**src/rtl/intr_handler_mc.sv**
```systemverilog
// Multi-channel eql-driven interrupt/acknowledge FSM with round-robin channel selection and
// bounded hold loops. All outputs registered (one-cycle latency); no backpressure, one channel served at a time.
module intr_handler_mc #(
  parameter int NCH     = 4,
  parameter int CNT_W   = 4,
  parameter int TIMEOUT = 10
) (
  input  logic                     clock,
  input  logic                     reset,
  input  logic [NCH-1:0]           eql,
  input  logic [NCH-1:0]           ch_en,
  input  logic                     cont_eql,
  output logic [1:0]               cc_mux,
  output logic [1:0]               uscite,
  output logic                     enable_count,
  output logic                     ackout,
  output logic [$clog2(NCH)-1:0]   sel_ch,
  output logic                     timeout
);

  localparam int SW = $clog2(NCH);

  typedef enum logic [2:0] {
    INIT   = 3'b000,
    WAIT   = 3'b001,
    ENIN   = 3'b010,
    ENINW  = 3'b011,
    INTR   = 3'b100,
    INTR1  = 3'b101,
    INTRW  = 3'b110,
    UNUSED = 3'b111
  } state_t;

  state_t           state_q, state_d;
  logic [1:0]       cc_mux_q, cc_mux_d;
  logic [1:0]       uscite_q, uscite_d;
  logic             enable_count_q, enable_count_d;
  logic             ackout_q, ackout_d;
  logic [SW-1:0]    sel_ch_q, sel_ch_d;
  logic             timeout_q, timeout_d;
  logic [CNT_W-1:0] cnt_q, cnt_d;

  logic             e;
  logic             stay;
  logic             adv;
  logic             found;
  logic [SW-1:0]    next_ch;
  logic [SW-1:0]    idx_s;

  assign e = eql[sel_ch_q];

  // Next enabled channel after the current one; holds when none other is enabled.
  always_comb begin
    found   = 1'b0;
    next_ch = sel_ch_q;
    idx_s   = '0;
    for (int i = 1; i < NCH; i++) begin
      idx_s = SW'((int'(sel_ch_q) + i) % NCH);
      if (!found && ch_en[idx_s]) begin
        found   = 1'b1;
        next_ch = idx_s;
      end
    end
  end

  always_comb begin
    state_d        = state_q;
    cc_mux_d       = cc_mux_q;
    uscite_d       = uscite_q;
    ackout_d       = ~cont_eql;
    enable_count_d = ~cont_eql;
    timeout_d      = 1'b0;
    sel_ch_d       = sel_ch_q;
    cnt_d          = '0;
    stay           = 1'b0;
    adv            = 1'b0;

    case (state_q)
      INIT: begin
        state_d = WAIT; cc_mux_d = 2'b01; uscite_d = 2'b01;
      end
      WAIT: begin
        if (e) begin state_d = ENIN;  cc_mux_d = 2'b11; uscite_d = 2'b00; end
        else   begin state_d = INTR1; cc_mux_d = 2'b10; uscite_d = 2'b01; end
      end
      INTR1: begin
        if (e) begin state_d = INTR; cc_mux_d = 2'b11; uscite_d = 2'b00; end
        else   begin state_d = WAIT; cc_mux_d = 2'b01; uscite_d = 2'b01; adv = 1'b1; end
      end
      ENIN: begin
        if (e) begin stay = 1'b1; cc_mux_d = 2'b11; uscite_d = 2'b00; end
        else begin
          state_d = ENINW; cc_mux_d = 2'b01; uscite_d = 2'b01;
          ackout_d = 1'b1; enable_count_d = 1'b1;
        end
      end
      ENINW: begin
        if (e) begin stay = 1'b1; cc_mux_d = 2'b01; uscite_d = 2'b01; end
        else   begin state_d = WAIT; cc_mux_d = 2'b01; uscite_d = 2'b01; adv = 1'b1; end
      end
      INTR: begin
        if (e) begin stay = 1'b1; cc_mux_d = 2'b11; uscite_d = 2'b00; end
        else   begin state_d = INTRW; cc_mux_d = 2'b10; uscite_d = 2'b11; end
      end
      INTRW: begin
        if (e) begin stay = 1'b1; cc_mux_d = 2'b10; uscite_d = 2'b11; end
        else   begin state_d = WAIT; cc_mux_d = 2'b01; uscite_d = 2'b01; adv = 1'b1; end
      end
      default: begin
        state_d = INIT; cc_mux_d = 2'b00; uscite_d = 2'b00;
        ackout_d = 1'b0; enable_count_d = 1'b0; sel_ch_d = '0;
      end
    endcase

    // A self-loop reaching the limit is turned into a forced return to WAIT.
    if (stay) begin
      if (cnt_q == CNT_W'(TIMEOUT - 1)) begin
        state_d   = WAIT; cc_mux_d = 2'b01; uscite_d = 2'b01;
        timeout_d = 1'b1; adv = 1'b1;
      end else begin
        cnt_d = cnt_q + CNT_W'(1);
      end
    end

    if (adv) sel_ch_d = next_ch;
  end

  always_ff @(posedge clock or negedge reset) begin
    if (!reset) begin
      state_q        <= INIT;
      cc_mux_q       <= 2'b00;
      uscite_q       <= 2'b00;
      enable_count_q <= 1'b0;
      ackout_q       <= 1'b0;
      sel_ch_q       <= '0;
      timeout_q      <= 1'b0;
      cnt_q          <= '0;
    end else begin
      state_q        <= state_d;
      cc_mux_q       <= cc_mux_d;
      uscite_q       <= uscite_d;
      enable_count_q <= enable_count_d;
      ackout_q       <= ackout_d;
      sel_ch_q       <= sel_ch_d;
      timeout_q      <= timeout_d;
      cnt_q          <= cnt_d;
    end
  end

  assign cc_mux       = cc_mux_q;
  assign uscite       = uscite_q;
  assign enable_count = enable_count_q;
  assign ackout       = ackout_q;
  assign sel_ch       = sel_ch_q;
  assign timeout      = timeout_q;

endmodule
```
**config.mk**
```make
export PLATFORM = sky130hd
export DESIGN_NAME = intr_handler_mc
export DESIGN_NICKNAME = d
export VERILOG_FILES = /design/src/rtl/intr_handler_mc.sv
export SDC_FILE = /design/constraint.sdc
export NUM_CORES = 1
export LEC_CHECK = 0
export ABC_AREA = 1
export BUFFER_PORTS_ARGS = -buffer_cell sky130_fd_sc_hd__buf_2
export CAP_MARGIN = 20
export CORE_MARGIN = 1
export CORE_UTILIZATION = 54
export DETAILED_ROUTE_END_ITERATION = 16
export PLACE_DENSITY = 0.89
export SLEW_MARGIN = 0
export SYNTH_ARGS = -nofsm -noshare
export SYNTH_HDL_FRONTEND = slang
export SYNTH_SLANG_ARGS = --single-unit
```
**constraint.sdc**
```tcl
create_clock -name clock -period 1.9 [get_ports clock]
set_input_delay 0.38 -clock clock [delete_from_list [all_inputs] [get_ports clock]]
set_output_delay 0.38 -clock clock [all_outputs]
set_load 0.05 [all_outputs]
```
==> impl_metrics.yaml <==
grt:
  grt_pass1_wl_um: 3660
  grtUsageTotal_pct: 24.1
  grt_pass1_vias: 922
  grt_max_degree: 17
  grt.overflow.total: 0
  antenna_found_initial: 0
routing:
  drt_pre_antenna_iters: 4
  drcViolationCount: 0
  drt_first_iter_violations: 29
  final_antenna_net_count: 0
  viasPerCell: 5.19
  wl_per_cell_um: 11.6
  routed_wl_um: 2230
  vias: 997
timing:
  slew_violations: 0
  slew_headroom_pct: 69.6
  hold_violations: 0
  fin_setup_tns_ps: 0
  rsz0062_at_grt: "no"
  worstMarginPinSlew_ps: 455
  setup_viol: 0
  finalClockSkew_ps: 2.60
  max_freq_ghz: 0.596
  timing.final.crit_share_pct: 88.3
  fin_crit_ps: 1680
cts:
  cts_buffers: 3
  worstSkewPairLatency_ps: 290
  htreeDepth: 1
  tritoncts: "done"
  numClockSinks: 15
  root_buffer: "clkbuf_4"
  cts.path.max_buffers: 2
  clkTransAtPathRegs_ps: 90
pwr:
  ir_drop_mv: 0.792
  power_density_nw_per_um2: 1650
  power_leakage_nw: 0.649
die:
  start_util_pct: 59.8
  fp.dieH_um: 46.4
  core_um2: 1780
  std_cell_rows: 15
  die_x_um: 46.4
  io_pins: 20
  design.die.area_um2: 2160
cells_and_area:
  finalCoreUtilization_pct: 66.3
  final_common_cell: "nand2_1"
  diodes: 0
  final_cell_mix: "nand2_1, buf_2, inv_1, dfrtp_1, nand3_1"
  layout-drive-gt1-share_pct: 24.0
  nFillCells: 142
  final_nets: 181
  syn_to_final_growth_pct: 10.9
synth:
  synth_top_cell_by_area: "dfrtp_1"
  syn_nets: 162
  avgSynthCellArea_um2: 7.15
  postSynthCellCount: 149
  synth_top_area_share_pct: 35.2
  synth-seq-cells: 15
  synth_area_leaders: "dfrtp_1, nand2_1, nand3_1"
  synth.distinct_cells: 27
  synth-seq-area-share_pct: 35.2
  syn-cell-area_um2: 1070
  yosysWarnings: 0
run:
  drv_cap: 0
worst_setup_path:
  crit_path_cell_trace: "inv_2, nand2_1, nand2_1, nand2_1, nand2_2, nand3_4, nand2_4, nand3_2, nand2_1, inv_1, nor2_1"
  worst-path-buf-inv: 2
  crit_top_cell: "nand2_1"
  cpPeakStageDelay_ps: 550
  cp.arrival_ps: 1900
  cp_max_fo: 16
  slowest_stage: "dfrtp_1"
  worstSetupStartpointType: "register"
  worstPathRequired_ps: 2120
  worstSetupPathType: "reg -> reg"
  setup.worst_path.end_class: "register"
  crit_family: "simple AND/OR/NAND/NOR gates"
place:
  gp_congestion: 0.973
  port_buffers: 19
  dpl.hpwl_um: 1760
worst_hold_path:
  hold_path_class: "in -> reg"
status:
  status: "completed"
sequential cells by signal, summed over array words and instances (netlist names):
signal / cells
cc_mux: 2
cnt_q: 4
ackout: 1
sel_ch: 2
timeout: 1
uscite: 2
state_q: 3
power breakdown:
group | leakage, nW | switching (mW) | internal (mW)
clock network | 0.0177 | 0.106 | 0.0783
logic | 0.441 | 0.856 | 0.352
registers | 0.190 | 0.141 | 0.421
total | 0.649 | 1.10 | 0.852
per-stage QoR:
stage               setup slack (ps)  hold slack [ps]  power [mW]  instance area [um^2]  instances
floorplan                        254             84.4        1.57                  1070        149
finish                           223              323        1.96                  1180        192
detailed placement               267              298        1.76                  1140        187
global route                    66.9              290        2.12                  1180        192
CTS                              239              307        1.95                  1180        192
global placement                 335              295        1.71                  1140        187
cell families after synthesis:
logic type	share of synthesized area (%)
XOR/XNOR	2.47
AO/OA/AOI/OAI	7.16
buffers and inverters	11.1
AND/OR/NAND/NOR	41.7
flip-flops	35.2
adder cells (fa/ha/maj)	2.35
final timing paths:
check	from	end	slack (ps)	depth (start not counted)
min reg2reg	cnt_q[0]$_DFF_PN0_	cnt_q[0]$_DFF_PN0_	510	1
max reg2reg	sel_ch[0]$_DFFE_PN0P_	sel_ch[0]$_DFFE_PN0P_	220	11
min in group asynchronous	reset	cc_mux[0]$_DFF_PN0_	510	2
max in group asynchronous	reset	cnt_q[1]$_DFF_PN0_	1150	2
min	cont_eql	ackout$_DFF_PN0_	320	2
max	sel_ch[0]$_DFFE_PN0P_	sel_ch[0]$_DFFE_PN0P_	220	11
cell usage after synthesis:
master	number
a21oi_1	3
buf_2	1
buf_4	1
buf_6	1
clkbuf_2	2
clkbuf_8	1
dfrtp_1	15
ha_1	2
inv_1	16
inv_2	3
nand2_1	47
nand2_2	7
nand2_4	1
nand3_1	13
nand3_2	3
nand3_4	1
nand3b_1	1
nand4_1	3
nor2_1	11
nor2_4	2
nor3_1	2
o211ai_1	2
o21ai_0	6
o31ai_1	1
o32ai_1	1
xnor2_1	2
xor2_1	1
layer usage:
layer	routed length, um	GRT usage [%]	share of wire (%)	up-vias
met2	1150	41.7	51	31
li1	-	-	-	506
met3	100	6.67	4.5	4
met4	30	11.8	1.3	0
met1	953	26.6	43	456
met5	0	0	0	-
cell type report:
class	count	area, um^2	area share (%)
multi-input combinational	109	572	48.4
inverter	19	71.3	6.03
clock buffer	3	22.5	1.90
tap	25	31.3	2.65
timing repair buffer	20	105	8.89
sequential	15	375	31.7
clock inverter	1	5.00	0.423
repair_timing:
item | in CTS | in global routing
setup buffers | 0 | 0
gates resized for setup | 0 | 0
hold buffers | 1 | 0
hold endpoints to repair | 15 | 0
Power figures use the tool's default switching activity.
